## src/rtl/systolic_sequencer.sv

```systemverilog
// systolic_sequencer: runs one job through the 8x8 bit-serial OR-AND array.
// It packs the operand byte stream into (op1, op2) pairs, flushes the pipeline,
// shifts the accumulators out through readout into a result buffer, and then
// drains that buffer over a valid/ready port.
module systolic_sequencer #(
    parameter int N     = 8,
    parameter int PAIRS = 8
) (
    input  logic       clk,
    input  logic       rst_n,
    input  logic       ena,
    input  logic       start,
    input  logic [7:0] in_data,
    input  logic       in_valid,
    output logic       in_ready,
    output logic [7:0] arr_in1,
    output logic [7:0] arr_in2,
    output logic       arr_readout,
    input  logic [7:0] arr_out,
    output logic [7:0] out_data,
    output logic       out_valid,
    input  logic       out_ready,
    output logic       busy,
    output logic       done
);

    localparam int BW = $clog2(2 * PAIRS + 1);
    localparam int CW = $clog2(2 * N + 1);
    localparam int IW = (N > 1) ? $clog2(N) : 1;

    localparam logic [2:0] S_IDLE  = 3'd0;
    localparam logic [2:0] S_LOAD  = 3'd1;
    localparam logic [2:0] S_FLUSH = 3'd2;
    localparam logic [2:0] S_READ  = 3'd3;
    localparam logic [2:0] S_DRAIN = 3'd4;

    logic [2:0]    state;
    logic [2:0]    state_nxt;
    logic [BW-1:0] byte_cnt;
    logic [CW-1:0] cnt;
    logic [IW-1:0] rd_idx;
    logic [7:0]    op1_q;
    logic [7:0]    res_buf [N];

    logic run;
    logic accept;
    logic last_byte;
    logic out_fire;
    logic last_word;

    // ena low is treated exactly like reset
    assign run       = rst_n & ena;
    assign accept    = in_valid & in_ready;
    assign last_byte = accept && (byte_cnt == BW'(2 * PAIRS - 1));
    assign out_fire  = out_valid & out_ready;
    assign last_word = out_fire && (rd_idx == IW'(N - 1));

    // done is decoded from registered state so it lands on the accepting handshake
    assign done     = run & last_word;
    assign out_data = res_buf[rd_idx];

    // job phase sequencing; FLUSH and READ lengths come from the phase counter
    always_comb begin
        state_nxt = state;
        case (state)
            S_IDLE:  if (start)                   state_nxt = S_LOAD;
            S_LOAD:  if (last_byte)               state_nxt = S_FLUSH;
            S_FLUSH: if (cnt == CW'(N))           state_nxt = S_READ;
            S_READ:  if (cnt == CW'(2 * N - 1))   state_nxt = S_DRAIN;
            S_DRAIN: if (last_word)               state_nxt = S_IDLE;
            default:                              state_nxt = S_IDLE;
        endcase
    end

    // state, counters, pair packer and registered control outputs
    always_ff @(posedge clk) begin
        if (!run) begin
            state       <= S_IDLE;
            byte_cnt    <= '0;
            cnt         <= '0;
            rd_idx      <= '0;
            op1_q       <= 8'h00;
            arr_in1     <= 8'h00;
            arr_in2     <= 8'h00;
            arr_readout <= 1'b0;
            in_ready    <= 1'b0;
            out_valid   <= 1'b0;
            busy        <= 1'b0;
        end else begin
            state       <= state_nxt;
            in_ready    <= (state_nxt == S_LOAD);
            out_valid   <= (state_nxt == S_DRAIN);
            arr_readout <= (state_nxt == S_READ);
            busy        <= (state_nxt != S_IDLE);

            // phase counter restarts on every state change
            if (state_nxt != state)
                cnt <= '0;
            else if (state == S_FLUSH || state == S_READ)
                cnt <= cnt + 1'b1;

            // even bytes are op1, odd bytes complete a pair
            if (accept) begin
                byte_cnt <= last_byte ? '0 : byte_cnt + 1'b1;
                if (!byte_cnt[0])
                    op1_q <= in_data;
            end

            // a pair is presented for exactly one cycle; gaps inject zero pairs
            arr_in1 <= (accept && byte_cnt[0]) ? op1_q   : 8'h00;
            arr_in2 <= (accept && byte_cnt[0]) ? in_data : 8'h00;

            if (out_fire)
                rd_idx <= last_word ? '0 : rd_idx + 1'b1;
        end
    end

    // capture readout words; odd READ offsets carry accumulators, even ones flushed zeros
    always_ff @(posedge clk) begin
        if (!run) begin
            for (int k = 0; k < N; k++)
                res_buf[k] <= 8'h00;
        end else if (state == S_READ && cnt[0]) begin
            res_buf[IW'(cnt >> 1)] <= arr_out;
        end
    end

endmodule

```

## config.mk

```make
export PLATFORM = sky130hd
export DESIGN_NAME = systolic_sequencer
export DESIGN_NICKNAME = d
export VERILOG_FILES = /design/src/rtl/systolic_sequencer.sv
export SDC_FILE = /design/constraint.sdc
export NUM_CORES = 1
export LEC_CHECK = 0
export CAP_MARGIN = 20
export CORE_MARGIN = 8
export CORE_UTILIZATION = 40
export CTS_CLUSTER_SIZE = 28
export DETAILED_ROUTE_END_ITERATION = 10
export GPL_ROUTABILITY_DRIVEN = 0
export SETUP_SLACK_MARGIN = 0.05
export SKIP_LAST_GASP = 1
export SLEW_MARGIN = 10
export SYNTH_ARGS = -nofsm -noshare
export SYNTH_HDL_FRONTEND = slang
export SYNTH_SLANG_ARGS = --single-unit
```

## constraint.sdc

```tcl
create_clock -name clk -period 2.3 [get_ports clk]
set_clock_uncertainty 0.05 [all_clocks]
set_input_delay 0.46 -clock clk [delete_from_list [all_inputs] [get_ports clk]]
set_output_delay 0.46 -clock clk [all_outputs]
set_load 0.02 [all_outputs]
```

Word-level counts from Yosys, hierarchy flattened
Memory sizes are Yosys's and may differ from the RTL's. A register that Yosys moved wholly into a read port is not among the register bits.
Cells that the tools add are included.
{"block": "classes", "n_eq_ne": 12, "addsub": 3, "muxes": 17, "bitwise_logic": 6, "reduce_logical": 11}
{"cell": "two-way mux 3 bit", "count": 9}
{"cell": "== test 5 x 4 -> 1 bit, second input constant", "count": 3}
{"cell": "case mux 3 bit (5 select lines)", "count": 1}
{"cell": "adder 5 x 1 -> 5 bit, second input constant", "count": 2}
{"cell": "== test 3 x 2 -> 1 bit, second input constant", "count": 3}
{"cell": "== test 3 bit, second input constant", "count": 3}
{"cell": "two-way mux 8 bit", "count": 1}
{"cell": "OR reduction 8 bit", "count": 1}
{"cell": "== test 3 x 1 -> 1 bit, second input constant", "count": 2}
{"cell": "two-way mux 1 bit", "count": 5}
{"cell": "two-way mux 5 bit", "count": 1}
{"cell": "bitwise AND 1 bit", "count": 4}
{"cell": "logical AND 1 bit", "count": 4}
{"cell": "AND reduction 2 bit", "count": 2}
{"cell": "adder 3 x 1 -> 3 bit, second input constant", "count": 1}
{"cell": "logical NOT 3 bit", "count": 1}
{"cell": "!= test 3 bit", "count": 1}
{"cell": "nonzero test 3 bit", "count": 1}
{"cell": "NOT 1 bit", "count": 2}
{"cell": "OR reduction 2 bit", "count": 1}
{"cell": "logical OR 1 bit", "count": 1}
{"block": "totals", "mem_count": 1, "reg_bits": 44, "elab_cells": 61, "mem_bits_rw": 64, "inputBits": 22, "out_inout_bits": 29}
{"memory": "res_buf", "depth": 8, "width": 8, "rd": 1, "rd_clocked_by_memory_dff": 1, "write_ports": 8, "line": "43", "source": "logic [7:0] res_buf [N];"}

Depth between registers and ports, before layout
{"block": "depth", "word_depth": 7, "mapped_depth": 7, "depth_no_buf": 7}

Worst setup path after synthesis
No wires, ideal clock.
{"block": "synth_timing", "kind": "reg-to-output", "start": "reg (tool-made name)", "end": "out out_data[0]", "path_buffers": 2, "slack_ns": 0.136, "t_required_ns": 1.790, "path_stages_with_launch": 5, "arrival_ns": 1.654, "path_cell_list": "dfxtp_1 > buf_2 > buf_2 > mux4_2 > mux2_2"}
{"item": "end, declared", "line": "20", "source": "output logic [7:0] out_data,"}

==> flow_summary_export.csv <==
group,metric,value,unit
outcome,status,"complete, but fails checks",
outcome,violations,"negative setup slack",
logic_synthesis,yosys.area.top_type_share,0.405,
clock_tree,clk_latency,350,ps
die,dieArea,15600,µm²
clock_tree,numCtsBuffers,9,
die,core_region_area,11500,µm²
die,std_cell_rows,39,
worst_setup_path,critPathMaxStageDelay,500,ps
clock_tree,clkSinkCount,111,
power,ir_drop,311,µV
worst_setup_path,r2r_slack,330,ps
grt,grt_pass1_wl,16900,µm
route,first_pass_iters,4,
placement,placed_cell_area,5680,µm²
die,die_x,125,µm
logic_synthesis,async_flop_share,0,
logic_synthesis,yosys_most_used_dff,"edfxtp_1",
flow_run,drv_cap,0,
clock_tree,clockBufferDepth,2,
timing,finalHoldViolCount,0,
cells_and_area,final_nets,472,
clock_tree,cts_tree,"yes",
timing,finalSetupViolations,6,
worst_setup_path,cpLargestDelayFamily,"multiplexers",
timing,final_max_slew_viol_count,0,
logic_synthesis,synth_area,4740,µm²
timing,setup_tns,-61.9,ps
timing,finalWorstSetupSlack,-17.8,ps
grt,overflow,0,
worst_setup_path,worstPathCellList,"buf_12 > mux4_2 > mux2_2 > buf_6",
logic_synthesis,synth_nets,388,
logic_synthesis,synth_largest_area_cell,"edfxtp_1",
worst_setup_path,worst-path-buf-inv,2,
timing,worstMarginPinSlew,516,ps
cells_and_area,fin_area,6050,µm²
die,start_util,0.412,
grt,antenna_found_initial,0,
logic_synthesis,syn_avg_cell_area,13.2,µm²
logic_synthesis,ys_ff_latch,111,
cells_and_area,mostFrequentLayoutCells,"and2_1, edfxtp_1, dfxtp_1, clkdlybuf4s50_1, buf_4",
clock_tree,path_clk_slew,70,ps
power,power_leakage,2.28,nW
timing,post-route-min-period,2320,ps
logic_synthesis,synthCells,360,
logic_synthesis,ys_types,40,
timing,finalCritPeriodShare,1.01,
worst_setup_path,worstPathRequired,1790,ps
timing,rsz0062_at_grt,"true",
die,ios,51,
placement,hpwl,7690,µm
placement,port_buffers,50,
min_path,holdCritPathClass,"flop to flop",
route,route.vias.total,2952,
grt,grt_max_degree,19,
worst_setup_path,crit_fanout,8,
clock_tree,cts_hold_buf,0,
worst_setup_path,slowest_stage,"mux4_2",
logic_synthesis,yosys-top-cells-area,"edfxtp_1, dfxtp_1, and2_1",
route,wl,10200,µm
timing,slew_headroom,0.656,
worst_setup_path,cp-start-kind,"flop",
timing,clock.fmax,431,MHz
worst_setup_path,cp-end-kind,"output pin",
route,drt_iter0_markers,177,
cells_and_area,drive_above_1_share,0.220,
power,powerDensity,656,nW/µm²
logic_synthesis,synth_edf_count,64,
route,via_per_inst,4.99,
route,route.detailed.drc,0,
logic_synthesis,yosysWarningCount,0,
logic_synthesis,yosysSeqAreaShare,0.603,
worst_setup_path,cp.arrival,1810,ps
route,wl_per_cell,17.3,µm
worst_setup_path,critPathKind,"flop to output pin",
cells_and_area,antennaDiodeCount,0,
clock_tree,htree_levels,3,
die,die_h,125,µm
cells_and_area,syn_to_final_growth,27.5,%
grt,grt_pass1_vias,3035,
grt,grt_usage,0.139,
cells_and_area,final_common_cell,"and2_1",
power,power,3.97,mW
route,route.antenna.remaining_nets,0,
clock_tree,cts_root_buf,"clkbuf_16",
[worst min-delay path, delay by kind of cell, from the launching register on]
kind	cells	cell delay, ps
flip-flops	1	310
AND/OR/NAND/NOR	1	50
AO/OA/AOI/OAI	1	50
[kinds of logic after synthesis]
logic type                 synth area share
and+or+nand+nor                       0.224
xor gates and xnor gates             0.0111
AOI/OAI and AO/OA                    0.0316
muxes                                0.0949
adders and majority gates            0.0158
DFF                                   0.603
buffers and inverters                0.0187
[synth_stat cells (2+ instances only)]
cell and count:
o21a_1 2, nand2_1 29, nor4b_1 3, nand3_1 5, nor2b_1 2, nand4_1 2
xor2_1 4, xnor2_1 2, buf_2 5, o31ai_1 2, mux2_2 8, dfxtp_1 47
a21oi_1 13, nor3_1 6, nor4_4 4, a31oi_1 2, ha_1 6, inv_1 4
clkbuf_1 7, nand2b_1 9, buf_4 2, nor3_2 3, nor2_1 9, mux4_2 16
edfxtp_1 64, and2_1 84, and3_1 4, o211a_1 2, nor3b_1 3
[cell type report]
type | instances | area [µm²]
clock buffers | 13 | 283
multi-input cells | 229 | 1810
fillers | 994 | 5470
flip-flops and latches | 111 | 2870
inverters | 5 | 18.8
repair buffers | 88 | 861
well taps | 143 | 179
clock inverters | 3 | 28.8
[per-stage QoR]
step | hold slack (ps) | util | worst slack, ps | std cells
2_1_floorplan | 380 | - | 136 | 360
3_3_place_gp | 385 | 0.493 | -104 | 575
4_1_cts | 403 | 0.525 | -40.0 | 592
5_1_grt | 421 | 0.525 | -75.4 | 592
6_report | 401 | 0.525 | -17.8 | 592
3_5_place_dp | 392 | 0.493 | -134 | 575
[final timing paths]
check,start,to,cells past startpoint
setup / recovery,flop,out_data[7],4
hold / removal,op1_q[1]$_SDFFE_PN0P_,op1_q[1]$_SDFFE_PN0P_,2
setup reg to reg,byte_cnt[0]$_SDFFE_PN0N_,busy$_SDFF_PN0_,6
hold reg to reg,op1_q[1]$_SDFFE_PN0P_,op1_q[1]$_SDFFE_PN0P_,2
[registers in the layout, summed over array words and instances, names as in the netlist, named ones only]
name,flops
op1_q,8
arr_readout,1
busy,1
cnt,5
rd_idx,3
res_buf,64
out_valid,1
state,3
arr_in2,8
arr_in1,8
byte_cnt,5
in_ready,1
[timing repair]
action | CTS | global route
cloned | 1 | 0
buffers inserted | 0 | 0
pin swaps | 0 | 0
endpoints found under the setup margin | 9 | 9
gates resized for setup | 58 | 3
[power breakdown]
| group | total [mW] | leakage [nW] | switching [mW] | internal [mW] |
|---|---|---|---|---|
| sequential | 2.18 | 1.08 | 0.0287 | 2.15 |
| combinational | 0.201 | 1.04 | 0.0945 | 0.106 |
| clock | 1.59 | 0.156 | 0.711 | 0.879 |
[metal layers]
layer  wire length (µm)  up-vias  GRT usage
met3                452       12     0.0351
met4                142        0     0.0451
met5                  0        -          0
li1                   -     1452          -
met2               5030       69      0.226
met1               4620     1419      0.178
No activity file was read; power rests on OpenSTA's default activity.
